--- config.mk ---
export PLATFORM = sky130hd
export DESIGN_NAME = alpha_trim_ctrl_flat
export DESIGN_NICKNAME = d
export VERILOG_FILES = /design/src/rtl/alpha_trim_ctrl_pkg.sv /design/src/rtl/alpha_trim_ctrl_if.sv /design/src/rtl/alpha_recip_div.sv /design/src/rtl/alpha_trim_ctrl.sv /design/src/flat_wrapper.sv
export SDC_FILE = /design/constraint.sdc
export NUM_CORES = 1
export LEC_CHECK = 0
export CORE_AREA = 2 2 209 211
export DETAILED_ROUTE_END_ITERATION = 16
export DIE_AREA = 0 0 211 213
export GPL_ROUTABILITY_DRIVEN = 0
export GPL_TIMING_DRIVEN = 1
export PLACE_DENSITY = 0.66
export SLEW_MARGIN = 10
export SYNTH_ARGS = -nofsm -noshare
export SYNTH_HDL_FRONTEND = slang
export SYNTH_SLANG_ARGS = --single-unit
--- constraint.sdc ---
create_clock -name clk -period 6.7 [get_ports clk]
set_input_delay 1.34 -clock clk [delete_from_list [all_inputs] [get_ports clk]]
set_output_delay 1.34 -clock clk [all_outputs]
set_load 0.01 [all_outputs]
--- src/rtl/alpha_trim_ctrl_pkg.sv ---
// Shared definitions for the alpha-trimmed mean sequencer: state encoding, default
// geometry and the derivation of the kept-sample count and its fixed-point reciprocal.
package alpha_trim_ctrl_pkg;

  localparam int unsigned DN_DEF   = 25;
  localparam int unsigned DW_DEF   = 8;
  localparam int unsigned TRIM_DEF = 4;
  localparam int unsigned TMO_DEF  = 64;

  typedef enum logic [6:0] {
    StIdle   = 7'b0000001,
    StLaunch = 7'b0000010,
    StWait   = 7'b0000100,
    StSettle = 7'b0001000,
    StAccum  = 7'b0010000,
    StDiv    = 7'b0100000,
    StOut    = 7'b1000000
  } state_e;

  function automatic int unsigned calc_k(input int unsigned dn, input int unsigned trim);
    return dn - 2 * trim;
  endfunction

  // round(2^16 / k)
  function automatic int unsigned calc_recip(input int unsigned k);
    return ((32'd1 << 16) + k / 2) / k;
  endfunction

  function automatic bit dn_trim_legal(input int unsigned dn, input int unsigned trim);
    return (2 * trim) < dn;
  endfunction

endpackage

--- src/rtl/alpha_trim_ctrl_if.sv ---
// Window-in / mean-out stream bundle between a producer/consumer and the trim controller.
interface alpha_trim_ctrl_if
  import alpha_trim_ctrl_pkg::*;
#(
  parameter int unsigned DN = DN_DEF,
  parameter int unsigned DW = DW_DEF
) ();

  logic             win_valid;
  logic             win_ready;
  logic [DW*DN-1:0] win_data;
  logic             out_valid;
  logic             out_ready;
  logic [DW-1:0]    out_mean;

  modport master (
    output win_valid,
    output win_data,
    output out_ready,
    input  win_ready,
    input  out_valid,
    input  out_mean
  );

  modport slave (
    input  win_valid,
    input  win_data,
    input  out_ready,
    output win_ready,
    output out_valid,
    output out_mean
  );

endinterface

--- src/rtl/alpha_recip_div.sv ---
// Divide-by-K stage: registers (sum * RECIP + 2^15) >> 16, i.e. the rounded mean.
module alpha_recip_div #(
  parameter int unsigned DW    = 8,
  parameter int unsigned SUMW  = 13,
  parameter int unsigned RECIP = 3855
) (
  input  logic            clk,
  input  logic            rst_n,
  input  logic            load,
  input  logic [SUMW-1:0] sum,
  output logic [DW-1:0]   mean
);

  localparam int unsigned PW = SUMW + 16;

  logic [PW-1:0]   prod_d;
  logic [SUMW-1:0] prod_hi;
  logic [SUMW-1:0] prod_hi_q;

  assign prod_d  = PW'(sum) * PW'(RECIP) + PW'(32'd1 << 15);
  assign prod_hi = SUMW'(prod_d >> 16);

  always_ff @(posedge clk or negedge rst_n) begin
    if (!rst_n) begin
      prod_hi_q <= '0;
    end else if (load) begin
      prod_hi_q <= prod_hi;
    end
  end

  // Cannot exceed the pixel range for a valid RECIP; clamp rather than wrap regardless.
  assign mean = (|prod_hi_q[SUMW-1:DW]) ? '1 : prod_hi_q[DW-1:0];

endmodule

--- src/rtl/alpha_trim_ctrl.sv ---
// Sequencer for the rank-sort engine: captures a window, fires the sort, sums the kept
// ranks through the returned index vector and hands back the rounded trimmed mean.
module alpha_trim_ctrl
  import alpha_trim_ctrl_pkg::*;
#(
  parameter int unsigned DN    = DN_DEF,
  parameter int unsigned DW    = DW_DEF,
  parameter int unsigned IW    = $clog2(DN),
  parameter int unsigned TRIM  = TRIM_DEF,
  parameter int unsigned RECIP = calc_recip(calc_k(DN, TRIM)),
  parameter int unsigned TMO   = TMO_DEF
) (
  input  logic             clk,
  input  logic             rst_n,
  alpha_trim_ctrl_if.slave bus,
  output logic             sort_start,
  output logic [DW*DN-1:0] sort_data,
  input  logic             sort_done,
  input  logic [IW*DN-1:0] sort_seq,
  output logic             busy,
  output logic             timeout_err
);

  localparam int unsigned K    = calc_k(DN, TRIM);
  localparam int unsigned SUMW = DW + $clog2(K + 1);
  localparam int unsigned WDW  = $clog2(TMO);

  localparam logic [IW-1:0]  PtrFirst = IW'(TRIM);
  localparam logic [IW-1:0]  PtrLast  = IW'(DN - TRIM - 1);
  localparam logic [WDW-1:0] WdogLast = WDW'(TMO - 1);

  if (!dn_trim_legal(DN, TRIM)) begin : g_bad_cfg
    $error("alpha_trim_ctrl: 2*TRIM must be smaller than DN");
  end

  state_e           state_q;
  logic [DW*DN-1:0] win_reg_q;
  logic [SUMW-1:0]  sum_q;
  logic [IW-1:0]    ptr_q;
  logic [WDW-1:0]   wdog_q;
  logic             win_ready_q;
  logic             sort_start_q;
  logic             busy_q;
  logic             out_valid_q;
  logic             timeout_err_q;

  logic [DW-1:0] win_pix [DN];
  logic [IW-1:0] seq_idx [DN];
  logic [DW-1:0] sel_pix;
  logic [DW-1:0] div_mean;
  logic          div_load;

  for (genvar i = 0; i < DN; i++) begin : g_unpack
    assign win_pix[i] = win_reg_q[i*DW +: DW];
    assign seq_idx[i] = sort_seq[i*IW +: IW];
  end

  // Pixel holding rank ptr_q.
  assign sel_pix  = win_pix[seq_idx[ptr_q]];
  assign div_load = (state_q == StDiv);

  always_ff @(posedge clk or negedge rst_n) begin
    if (!rst_n) begin
      state_q       <= StIdle;
      win_reg_q     <= '0;
      sum_q         <= '0;
      ptr_q         <= '0;
      wdog_q        <= '0;
      win_ready_q   <= 1'b0;
      sort_start_q  <= 1'b0;
      busy_q        <= 1'b0;
      out_valid_q   <= 1'b0;
      timeout_err_q <= 1'b0;
    end else begin
      sort_start_q  <= 1'b0;
      timeout_err_q <= 1'b0;
      unique case (state_q)
        StIdle: begin
          win_ready_q <= 1'b1;
          if (bus.win_valid && win_ready_q) begin
            win_reg_q    <= bus.win_data;
            win_ready_q  <= 1'b0;
            busy_q       <= 1'b1;
            sort_start_q <= 1'b1;
            state_q      <= StLaunch;
          end
        end
        StLaunch: begin
          wdog_q  <= '0;
          state_q <= StWait;
        end
        StWait: begin
          if (sort_done) begin
            state_q <= StSettle;
          end else if (wdog_q == WdogLast) begin
            timeout_err_q <= 1'b1;
            busy_q        <= 1'b0;
            win_ready_q   <= 1'b1;
            state_q       <= StIdle;
          end else begin
            wdog_q <= wdog_q + 1'b1;
          end
        end
        StSettle: begin
          ptr_q   <= PtrFirst;
          sum_q   <= '0;
          state_q <= StAccum;
        end
        StAccum: begin
          sum_q <= sum_q + SUMW'(sel_pix);
          ptr_q <= ptr_q + 1'b1;
          if (ptr_q == PtrLast) begin
            state_q <= StDiv;
          end
        end
        StDiv: begin
          out_valid_q <= 1'b1;
          state_q     <= StOut;
        end
        StOut: begin
          if (bus.out_ready) begin
            out_valid_q <= 1'b0;
            busy_q      <= 1'b0;
            win_ready_q <= 1'b1;
            state_q     <= StIdle;
          end
        end
        default: begin
          state_q <= StIdle;
        end
      endcase
    end
  end

  alpha_recip_div #(
    .DW    (DW),
    .SUMW  (SUMW),
    .RECIP (RECIP)
  ) u_div (
    .clk   (clk),
    .rst_n (rst_n),
    .load  (div_load),
    .sum   (sum_q),
    .mean  (div_mean)
  );

  assign bus.win_ready = win_ready_q;
  assign bus.out_valid = out_valid_q;
  assign bus.out_mean  = div_mean;
  assign sort_start    = sort_start_q;
  assign sort_data     = win_reg_q;
  assign busy          = busy_q;
  assign timeout_err   = timeout_err_q;

endmodule

--- src/flat_wrapper.sv ---
// flat-port wrapper written by rule: the top's interface ports become plain ports
module alpha_trim_ctrl_flat import alpha_trim_ctrl_pkg::*;
#(
  parameter int unsigned DN    = DN_DEF,
  parameter int unsigned DW    = DW_DEF,
  parameter int unsigned IW    = $clog2(DN),
  parameter int unsigned TRIM  = TRIM_DEF,
  parameter int unsigned RECIP = calc_recip(calc_k(DN, TRIM)),
  parameter int unsigned TMO   = TMO_DEF
)
  (clk, rst_n, sort_start, sort_data, sort_done, sort_seq, busy, timeout_err, bus_win_valid, bus_win_data, bus_out_ready, bus_win_ready, bus_out_valid, bus_out_mean);
  alpha_trim_ctrl_if #(.DN(DN), .DW(DW)) bus_i ();
  input  logic clk;
  input  logic rst_n;
  output logic sort_start;
  output logic [DW*DN-1:0] sort_data;
  input  logic sort_done;
  input  logic [IW*DN-1:0] sort_seq;
  output logic busy;
  output logic timeout_err;
  input wire logic [$bits(bus_i.win_valid)-1:0] bus_win_valid;
  input wire logic [$bits(bus_i.win_data)-1:0] bus_win_data;
  input wire logic [$bits(bus_i.out_ready)-1:0] bus_out_ready;
  output wire logic [$bits(bus_i.win_ready)-1:0] bus_win_ready;
  output wire logic [$bits(bus_i.out_valid)-1:0] bus_out_valid;
  output wire logic [$bits(bus_i.out_mean)-1:0] bus_out_mean;
  assign bus_i.win_valid = bus_win_valid;
  assign bus_i.win_data = bus_win_data;
  assign bus_i.out_ready = bus_out_ready;
  assign bus_win_ready = bus_i.win_ready;
  assign bus_out_valid = bus_i.out_valid;
  assign bus_out_mean = bus_i.out_mean;
  alpha_trim_ctrl #(.DN(DN), .DW(DW), .IW(IW), .TRIM(TRIM), .RECIP(RECIP), .TMO(TMO)) u_core (.clk(clk), .rst_n(rst_n), .bus(bus_i), .sort_start(sort_start), .sort_data(sort_data), .sort_done(sort_done), .sort_seq(sort_seq), .busy(busy), .timeout_err(timeout_err));
endmodule
# --- Word level (Yosys, flattened, before mapping) ---
# Cells that the tools add are included.
word_totals:
  ff_bits: 249
  in_bits: 330
  out_inout_bits: 213
  elab_cells: 82
op_classes:
  addsub: 4
  multipliers: 1
  magnitude_cmp: 2
  n_eq_ne: 16
  muxes: 34
  bitwise: 2
  n_reduce_logical: 12
ops:
  columns: ["op", "n"]
  rows:
  - ["7-bit case mux with 7 select lines", 1]
  - ["8-bit binary-select mux with 5-bit select", 1]
  - ["7-bit two-way mux", 5]
  - ["25-bit by 16-bit adder with 26-bit output, second input constant", 1]
  - ["13-bit case mux with 2 select lines", 1]
  - ["5-bit binary-select mux with 5-bit select", 1]
  - ["13-bit by 12-bit multiplier with 25-bit output, second input constant", 1]
  - ["8-bit two-way mux", 3]
  - ["13-bit by 8-bit adder with 13-bit output", 1]
  - ["1-bit two-way mux", 13]
  - ["6-bit >= comparator, second input constant", 2]
  - ["6-bit two-way mux", 2]
  - ["5-bit NOT with 6-bit output", 2]
  - ["6-bit case mux with 2 select lines", 1]
  - ["5-bit two-way mux", 2]
  - ["5-bit case mux with 2 select lines", 1]
  - ["4-bit AND reduction", 2]
  - ["7-bit by 1-bit == test with 1-bit output, second input constant", 1]
  - ["7-bit by 2-bit == test with 1-bit output, second input constant", 1]
  - ["7-bit by 3-bit == test with 1-bit output, second input constant", 1]
  - ["7-bit by 4-bit == test with 1-bit output, second input constant", 1]
  - ["7-bit by 5-bit == test with 1-bit output, second input constant", 1]
  - ["7-bit by 6-bit == test with 1-bit output, second input constant", 1]
  - ["7-bit == test, second input constant", 1]
  - ["16 further kinds", 24]

# --- Depth between registers and ports, before layout ---
# Gate-level depths: netlist (run 1).
logic_depth:
  word_depth: 10
  ltp_mapped: 25
  mapped_depth_nobuf: 19

# --- Cells and area by module ---
# A second synthesis (run 1) with hierarchy kept.
hier_totals:
  hier_cells: 1257
  hier_area_um2: 15358.5
modules_own_cells:
  columns: ["module", "n_inst", "cells_per_inst", "area_each_um2", "seq_area_each_um2"]
  rows:
  - ["alpha_trim_ctrl", 1, 936, 12199.2, 5906.9]
  - ["alpha_recip_div", 1, 321, 3159.3, 250.2]

# --- Worst setup path after synthesis (run 1) ---
# No wires, ideal clock.
synth_path:
  path_type: "input to register"
  from: "input sort_seq[55]"
  to: "register u_core.sum_q[10]"
  setup_ps: 83
  arrival_ps: 5186
  t_required_ps: 6617
  setup_slack_ps: 1431
  path_stages: 18
  path_buffers: 0
  path_cell_list: "mux4_2 -> a21o_1 -> a211oi_2 -> nor2_4 -> nor4_4 -> a221oi_1 -> a221oi_1 -> ha_1 -> inv_1 -> fa_1 -> nor2b_1 -> o21ai_0 -> a21boi_0 -> o21ai_0 -> a21boi_0 -> o21ai_0 -> a211oi_1 -> mux2i_1"
synth_via:
  elab_chain_len: 9
synth_lines:
  columns: ["item", "line_no", "text"]
  rows:
  - ["from (decl)", "flat_wrapper.sv:18", "input logic [IW*DN-1:0] sort_seq;"]
  - ["5-bit binary-select mux with 5-bit select", "alpha_trim_ctrl.sv:59", "assign sel_pix = win_pix[seq_idx[ptr_q]];"]
  - ["5-bit two-way mux (not written as such) (2 in a row)", "alpha_trim_ctrl.sv:59", null]
  - ["5-bit NOT with 6-bit output (not written as such)", "alpha_trim_ctrl.sv:59", null]
  - ["8-bit binary-select mux with 5-bit select", "alpha_trim_ctrl.sv:59", null]
  - ["8-bit two-way mux (not written as such) (2 in a row)", "alpha_trim_ctrl.sv:59", null]
  - ["13-bit by 8-bit adder with 13-bit output", "alpha_trim_ctrl.sv:110", "sum_q <= sum_q + SUMW'(sel_pix);"]
  - ["13-bit case mux with 2 select lines", "alpha_trim_ctrl.sv:77", "unique case (state_q)"]
  - ["to (signal assigned)", "alpha_trim_ctrl.sv:110", null]
  - ["to (decl)", "alpha_trim_ctrl.sv:38", "logic [SUMW-1:0] sum_q;"]
# No other way between the ends. The select of a mux whose other input is x is not followed.
# A chain may end at the register's enable or synchronous reset.

# --- Final worst setup path (run 1) ---
layout_path:
  from: "input sort_seq[21]"
  to: "register u_core.sum_q[10]"
# Same word-level chain as after synthesis.

==> results of run 1 <==
==> final timing paths <==
path	slack (ps)	end	depth (start not counted)
max	670	u_core.sum_q[10]	19
min	480	u_core.u_div.prod_hi_q[4]	2
max reg2reg	780	u_core.sum_q[10]	20
min reg2reg	480	u_core.u_div.prod_hi_q[4]	2
max in group asynchronous	4290	u_core.sort_data[150]	2
min in group asynchronous	840	u_core.sort_data[106]	1
==> per-stage QoR <==
stage          utilization  std cells
4_1_cts              0.524       2815
2_1_floorplan            -       1728
3_5_place_dp         0.500       2764
6_report             0.524       2818
3_3_place_gp         0.500       2764
5_1_grt              0.524       2818
==> registers in the layout, summed over array words and instances (netlist names) <==
| signal | cells |
|---|---|
| u_core.state_q | 7 |
| u_core.bus.win_ready | 1 |
| u_core.ptr_q | 5 |
| u_core.timeout_err | 1 |
| u_core.sort_data | 200 |
| u_core.wdog_q | 6 |
| u_core.sum_q | 13 |
| u_core.bus.out_valid | 1 |
| u_core.busy | 1 |
| u_core.sort_start | 1 |
| u_core.u_div.prod_hi_q | 10 |
==> final cells by class <==
cell class	instances	area (um2)	share of cell area
Timing Repair Buffer	575	5720	0.256
Multi-Input combinational cell	1297	8430	0.377
Sequential cell	246	6160	0.275
Tap cell	546	683	0.0305
Antenna cell	3	7.51	0.000336
Clock buffer	38	830	0.0371
Clock inverter	13	173	0.00772
Inverter	100	375	0.0168
==> tightest hold or removal path: stages, from the launching register on <==
cell,delay [ps]
dfrtp_1,340
nand2_1,50
o21ai_0,60
==> per-layer routing <==
layer / vias to the layer above / wire length [um]
met1: 7086 / 26000
met2: 520 / 29500
met5: - / 0
met4: 0 / 2290
li1: 6749 / -
met3: 96 / 3630
==> layout by cell type, fill, tap and decap left out, types with 8 or more instances in the layout <==
master	n
nor3_1	11
nor2_1	35
dfrtp_1	244
clkdlybuf4s50_1	541
o22ai_1	8
nand2_1	737
o211ai_1	9
a31oi_1	18
nor2b_1	8
inv_1	99
a211oi_1	8
clkbuf_16	29
xor2_1	8
a32oi_1	9
o21ai_0	31
buf_4	30
fa_1	49
and3_1	8
a221oi_1	10
mux4_2	28
ha_1	94
a21oi_1	17
or3_1	10
mux2i_1	66
nand3_1	37
and2_1	8
nor4_1	9
==> kinds of logic (layout without fill, tap and decap cells) <==
kind of cell	count (synthesis)	in the layout	share of synthesized area
buffers and inverters	185	726	0.0521
adders and majority gates	143	143	0.140
DFF	246	246	0.401
xor gates and xnor gates	13	13	0.00741
and+or+nand+nor	893	893	0.238
other	0	3	0
AOI/OAI and AO/OA	147	147	0.0682
muxes	101	101	0.0929
==> flow_summary.ini, run 1 <==
[outcome]
outcome = finished, final reports clean

[die]
num_rows = 76
start_util = 0.360
pin_count = 543
fp.dieW_um = 211
die_h_um = 213
dieArea_mm2 = 0.0449
core_mm2 = 0.0427

[global_route]
met3_usage = 0.0522
overflow = 0
grt-busiest-layer = met2
grtUsageMet2 = 0.448
grt_max_degree = 113
grt_pass1_vias = 14700
grt_pass1_wl_um = 91800
use_met1 = 0.354
grt_usage = 0.270
antenna_found_initial = 6

[worst_setup_path]
critPathBufInv = 2
critPathKind = input pin to flop
crit_path_cell_trace = clkdlybuf4s50_1, mux4_2, mux2i_1, a2bb2oi_2, a32oi_4, buf_4, mux2i_1, o22ai_1, a221oi_1, a221oi_1, ha_1, nor2b_1, o21ai_0, a21boi_0, o21ai_0, a21boi_0, o21ai_0, a211oi_1, mux2i_1
critPathTopFamily = compound AO/OA/AOI/OAI gates
crit_fanout = 14
crit_start = sort_seq[21]
slowest_stage = a32oi_4
cp-start-kind = input pin
slowest_delay_ps = 580
required_ps = 7170
r2r-start = u_core.ptr_q[2]
arrival_ps = 6500
endpoint_kind = flop

[timing]
worst_slew_pin_slew_ps = 1040
hold_viol = 0
setup_viol = 0
slew-limit-headroom = 0.304
finalClockSkew_ps = 17.4
grt_setup_unrepaired = no
fin_setup_tns_ps = 0
fmax_ghz = 0.166
finalCritPeriodShare = 0.899
holdWs_ps = 478
fin_crit_ps = 6030
finalWorstSetupSlack_ps = 673
slew_viol_final = 0

[cts]
post_cts_resized = 0
cts_hold_buffers = 0
postCtsSetupRepairBufs = 0
numClockSinks = 246
cts_buffers = 29
cts_tree = built
clk_latency_ps = 560
clockRootBuffer = clkbuf_16
clk_path_buf_depth = 3
htreeDepth = 1
clk_pin_slew_worst_paths_ps = 60

[placed_design]
place_area_mm2 = 0.0214
dpl_worst_slack_ps = 189
post-dp-hpwl_um = 48700
port_buffers = 542

[routing]
remaining_drc_errors = 0
viasPerCell = 5.13
antenna_left = 0
first_iter_violations = 967
drt-pass1-iter-count = 6
vias = 14500
drt-wirelength-per-cell_um = 21.8
wl_um = 61400

[synth]
yosysUniqueCellTypes = 71
synth_top_area_frac = 0.399
synth_nets = 2201
synth-main-ff-cell = dfrtp_1
synth.top_cells.by_area = dfrtp_1 40%, nand2_1 18%, ha_1 7.7%
seq_area_frac_synth = 0.401
yosys.area.top_type = dfrtp_1
netlist_instances = 1728
synth_warnings = 0
syn_area_per_cell_um2 = 8.89
syn_area_mm2 = 0.0154
synth_edf_count = 0
yosysMostFrequentCell = nand2_1
ys_ff_latch = 246
synth_commonest_cells = 738 x nand2_1, 245 x dfrtp_1, 99 x inv_1
synthArstFlopShare = 1.00

[layout]
fillers = 3895
nNetsFinal = 2722
fin_area_mm2 = 0.0224
drive_gt1_frac = 0.0591
syn_to_final_growth_pct = 45.6

[flow_run]
drv_cap = 0

[worst_hold_path]
hp-class = flop to flop
min-delay-start = u_core.u_div.prod_hi_q[4]
Power of run 1 is left out: the tool's default activity adds up to more than one toggle a clock period on the data nets, which glitch-free logic cannot reach.
==> run 2: changes to the inputs <==
Settings changed: CORE_AREA 2 2 209 211 to 4 4 211 213, CTS_BUF_LIST set to sky130_fd_sc_hd__clkbuf_8, DIE_AREA 0 0 211 213 to 0 0 215 217.
==> run 2 against run 1 <==
Net effect: critical path depth is 1 higher; setup slack lost 100 ps; global-route usage decreased by 0.86 points; routed wire length grew 1.9%; flip-flop and latch count did not move; via count up 1.3%; clock skew increased by 17 ps; die area grew 3.8%; sequential share of layout area grew 0.052 points.
==> flow_summary.ini, run 2 (synthesis results as in run 1) <==
[timing]
fin_setup_tns_ps = 0
hold_viol = 0
slew_viol_final = 0
finalCritPeriodShare = 0.914
fmax_ghz = 0.163
finalClockSkew_ps = 34.5
holdWs_ps = 479
finalWorstSetupSlack_ps = 573
slew-limit-headroom = 0.199
fin_crit_ps = 6130
grt_setup_unrepaired = no
worst_slew_pin_slew_ps = 1200
setup_viol = 0

[die]
num_rows = 76
dieArea_mm2 = 0.0467
fp.dieW_um = 215
pin_count = 543
core_mm2 = 0.0427
start_util = 0.360
die_h_um = 217

[global_route]
grt_pass1_vias = 15100
grt_pass1_wl_um = 94100
grt_max_degree = 172
overflow = 0
grt_usage = 0.262
antenna_found_initial = 4

[power]
p_seq_frac = 0.183
comb_power_share = 0.719
clkPwrFrac = 0.098
power_density_mw_per_mm2 = 726
switching_share = 0.488
ir_worst_vdd_uv = 683
p_int_mw = 8.29
power.leakage_nw = 10.6
p_switching_mw = 7.91

[routing]
wl_met3_um = 4300
maxUsedRoutingLayer = met5
antenna_left = 0
drt-pass1-iter-count = 5
wl_um = 62600
vias = 14600
remaining_drc_errors = 0
wl_met2_um = 29900
first_iter_violations = 877
drt-met1-wl_um = 25600
viasPerCell = 5.15
drt-wirelength-per-cell_um = 22.0

[placed_design]
dpl_worst_slack_ps = 136
post-place-cells = 2762
port_buffers = 542
post-dp-hpwl_um = 49600

[cts]
numClockSinks = 246
cts_hold_buffers = 0
clk_latency_ps = 610
clockRootBuffer = clkbuf_8
post_cts_resized = 0
cts_buffers = 46
clk_path_buf_depth = 3
clk_pin_slew_worst_paths_ps = 60
cts_tree = built
postCtsSetupRepairBufs = 0
htreeDepth = 2

[flow_run]
drv_cap = 0

[worst_setup_path]
arrival_ps = 6630
r2r-start = u_core.ptr_q[1]
crit_start = sort_seq[50]
cp-start-kind = input pin
endpoint_kind = flop
cpMostUsedCell = o21ai_0
required_ps = 7210
slowest_stage = mux4_2
slowest_delay_ps = 520
crit_fanout = 10
critPathKind = input pin to flop
crit_path_cell_trace = clkdlybuf4s50_1, mux4_2, a21o_1, a211oi_2, or2_1, nor2_1, a32oi_1, a31oi_1, a221oi_1, ha_1, inv_1, fa_1, nor2b_1, o21ai_0, a21boi_0, o21ai_0, a21boi_0, o21ai_0, a211oi_1, mux2i_1

[layout]
largest_reg_flops = 200
final_common_cell = nand2_1
syn_to_final_growth_pct = 45.4
stdcell_count = 2842
fillers = 3960
nNetsFinal = 2737
drive_gt1_frac = 0.0654
final_cell_mix = 737 x nand2_1, 541 x clkdlybuf4s50_1, 244 x dfrtp_1

[outcome]
outcome = finished, final reports clean

[worst_hold_path]
hp-class = flop to flop
min-delay-start = u_core.u_div.prod_hi_q[4]
-- run 2: changes by cell type in the layout (fill, tap and decap cells not counted), moves of 2 or more --
cell,change
inv_1,+12
clkbuf_8,+48
clkbuf_1,-2
diode_2,-2
buf_4,-2
clkbuf_16,-29
-- run 2: path summary, 6_finish.rpt --
check | endpoint | slack, ps | cells past startpoint
worst max-delay path | u_core.sum_q[12] | 570 | 20
worst min-delay path | u_core.u_div.prod_hi_q[4] | 480 | 2
worst max register to register | u_core.sum_q[12] | 600 | 20
worst min register to register | u_core.u_div.prod_hi_q[4] | 480 | 2
max in group asynchronous | u_core.sort_data[121] | 4530 | 2
min in group asynchronous | u_core.sort_data[74] | 740 | 1
-- run 2: metrics by stage --
| step | util | area (um2) | power [mW] |
|---|---|---|---|
| floorplan | - | 15400 | 10.5 |
| global placement | 0.500 | 21300 | 14.2 |
| detailed placement | 0.500 | 21300 | 14.6 |
| CTS | 0.523 | 22300 | 16.3 |
| global route | 0.523 | 22300 | 17.9 |
| finish | 0.523 | 22300 | 16.2 |
-- run 2: power groups by stage --
stage          Combinational [mW]  Sequential, mW  Clock (mW)
3_5_place_dp                 11.6            2.98           0
5_1_grt                      13.1            3.07        1.69
2_1_floorplan                7.58            2.90           0
3_3_place_gp                 11.3            2.97           0
6_report                     11.6            2.97        1.58
4_1_cts                      11.7            2.97        1.63
-- run 2: worst max-delay path, delay by kind of cell --
| kind | cells | cell delay, ps |
|---|---|---|
| and+or+nand+nor | 3 | 880 |
| buffers and inverters | 2 | 490 |
| muxes | 2 | 750 |
| adders and majority gates | 2 | 630 |
| AOI/OAI and AO/OA | 11 | 2550 |
-- run 2: cell type report --
type                    count  area [um2]  share of cell area
multi-input cells        1297        8430               0.377
flip-flops and latches    246        6160               0.276
clock inverters            24         223             0.00998
diodes                      1        2.50            0.000112
clock buffers              55         757              0.0339
repair buffers            573        5700               0.255
well taps                 546         683              0.0306
inverters                 100         375              0.0168
-- run 2: routing by layer --
layer,up-vias,track usage
li1,6783,-
met4,6,0.108
met3,125,0.0630
met2,581,0.432
met1,7142,0.333
met5,-,0
(Power assumes the default switching activity.)
==> run 3: changes to the inputs <==
Settings changed: TNS_END_PERCENT set to 10.
==> results of run 3 <==
Final layout, timing and power as in run 2 (identical DEF).
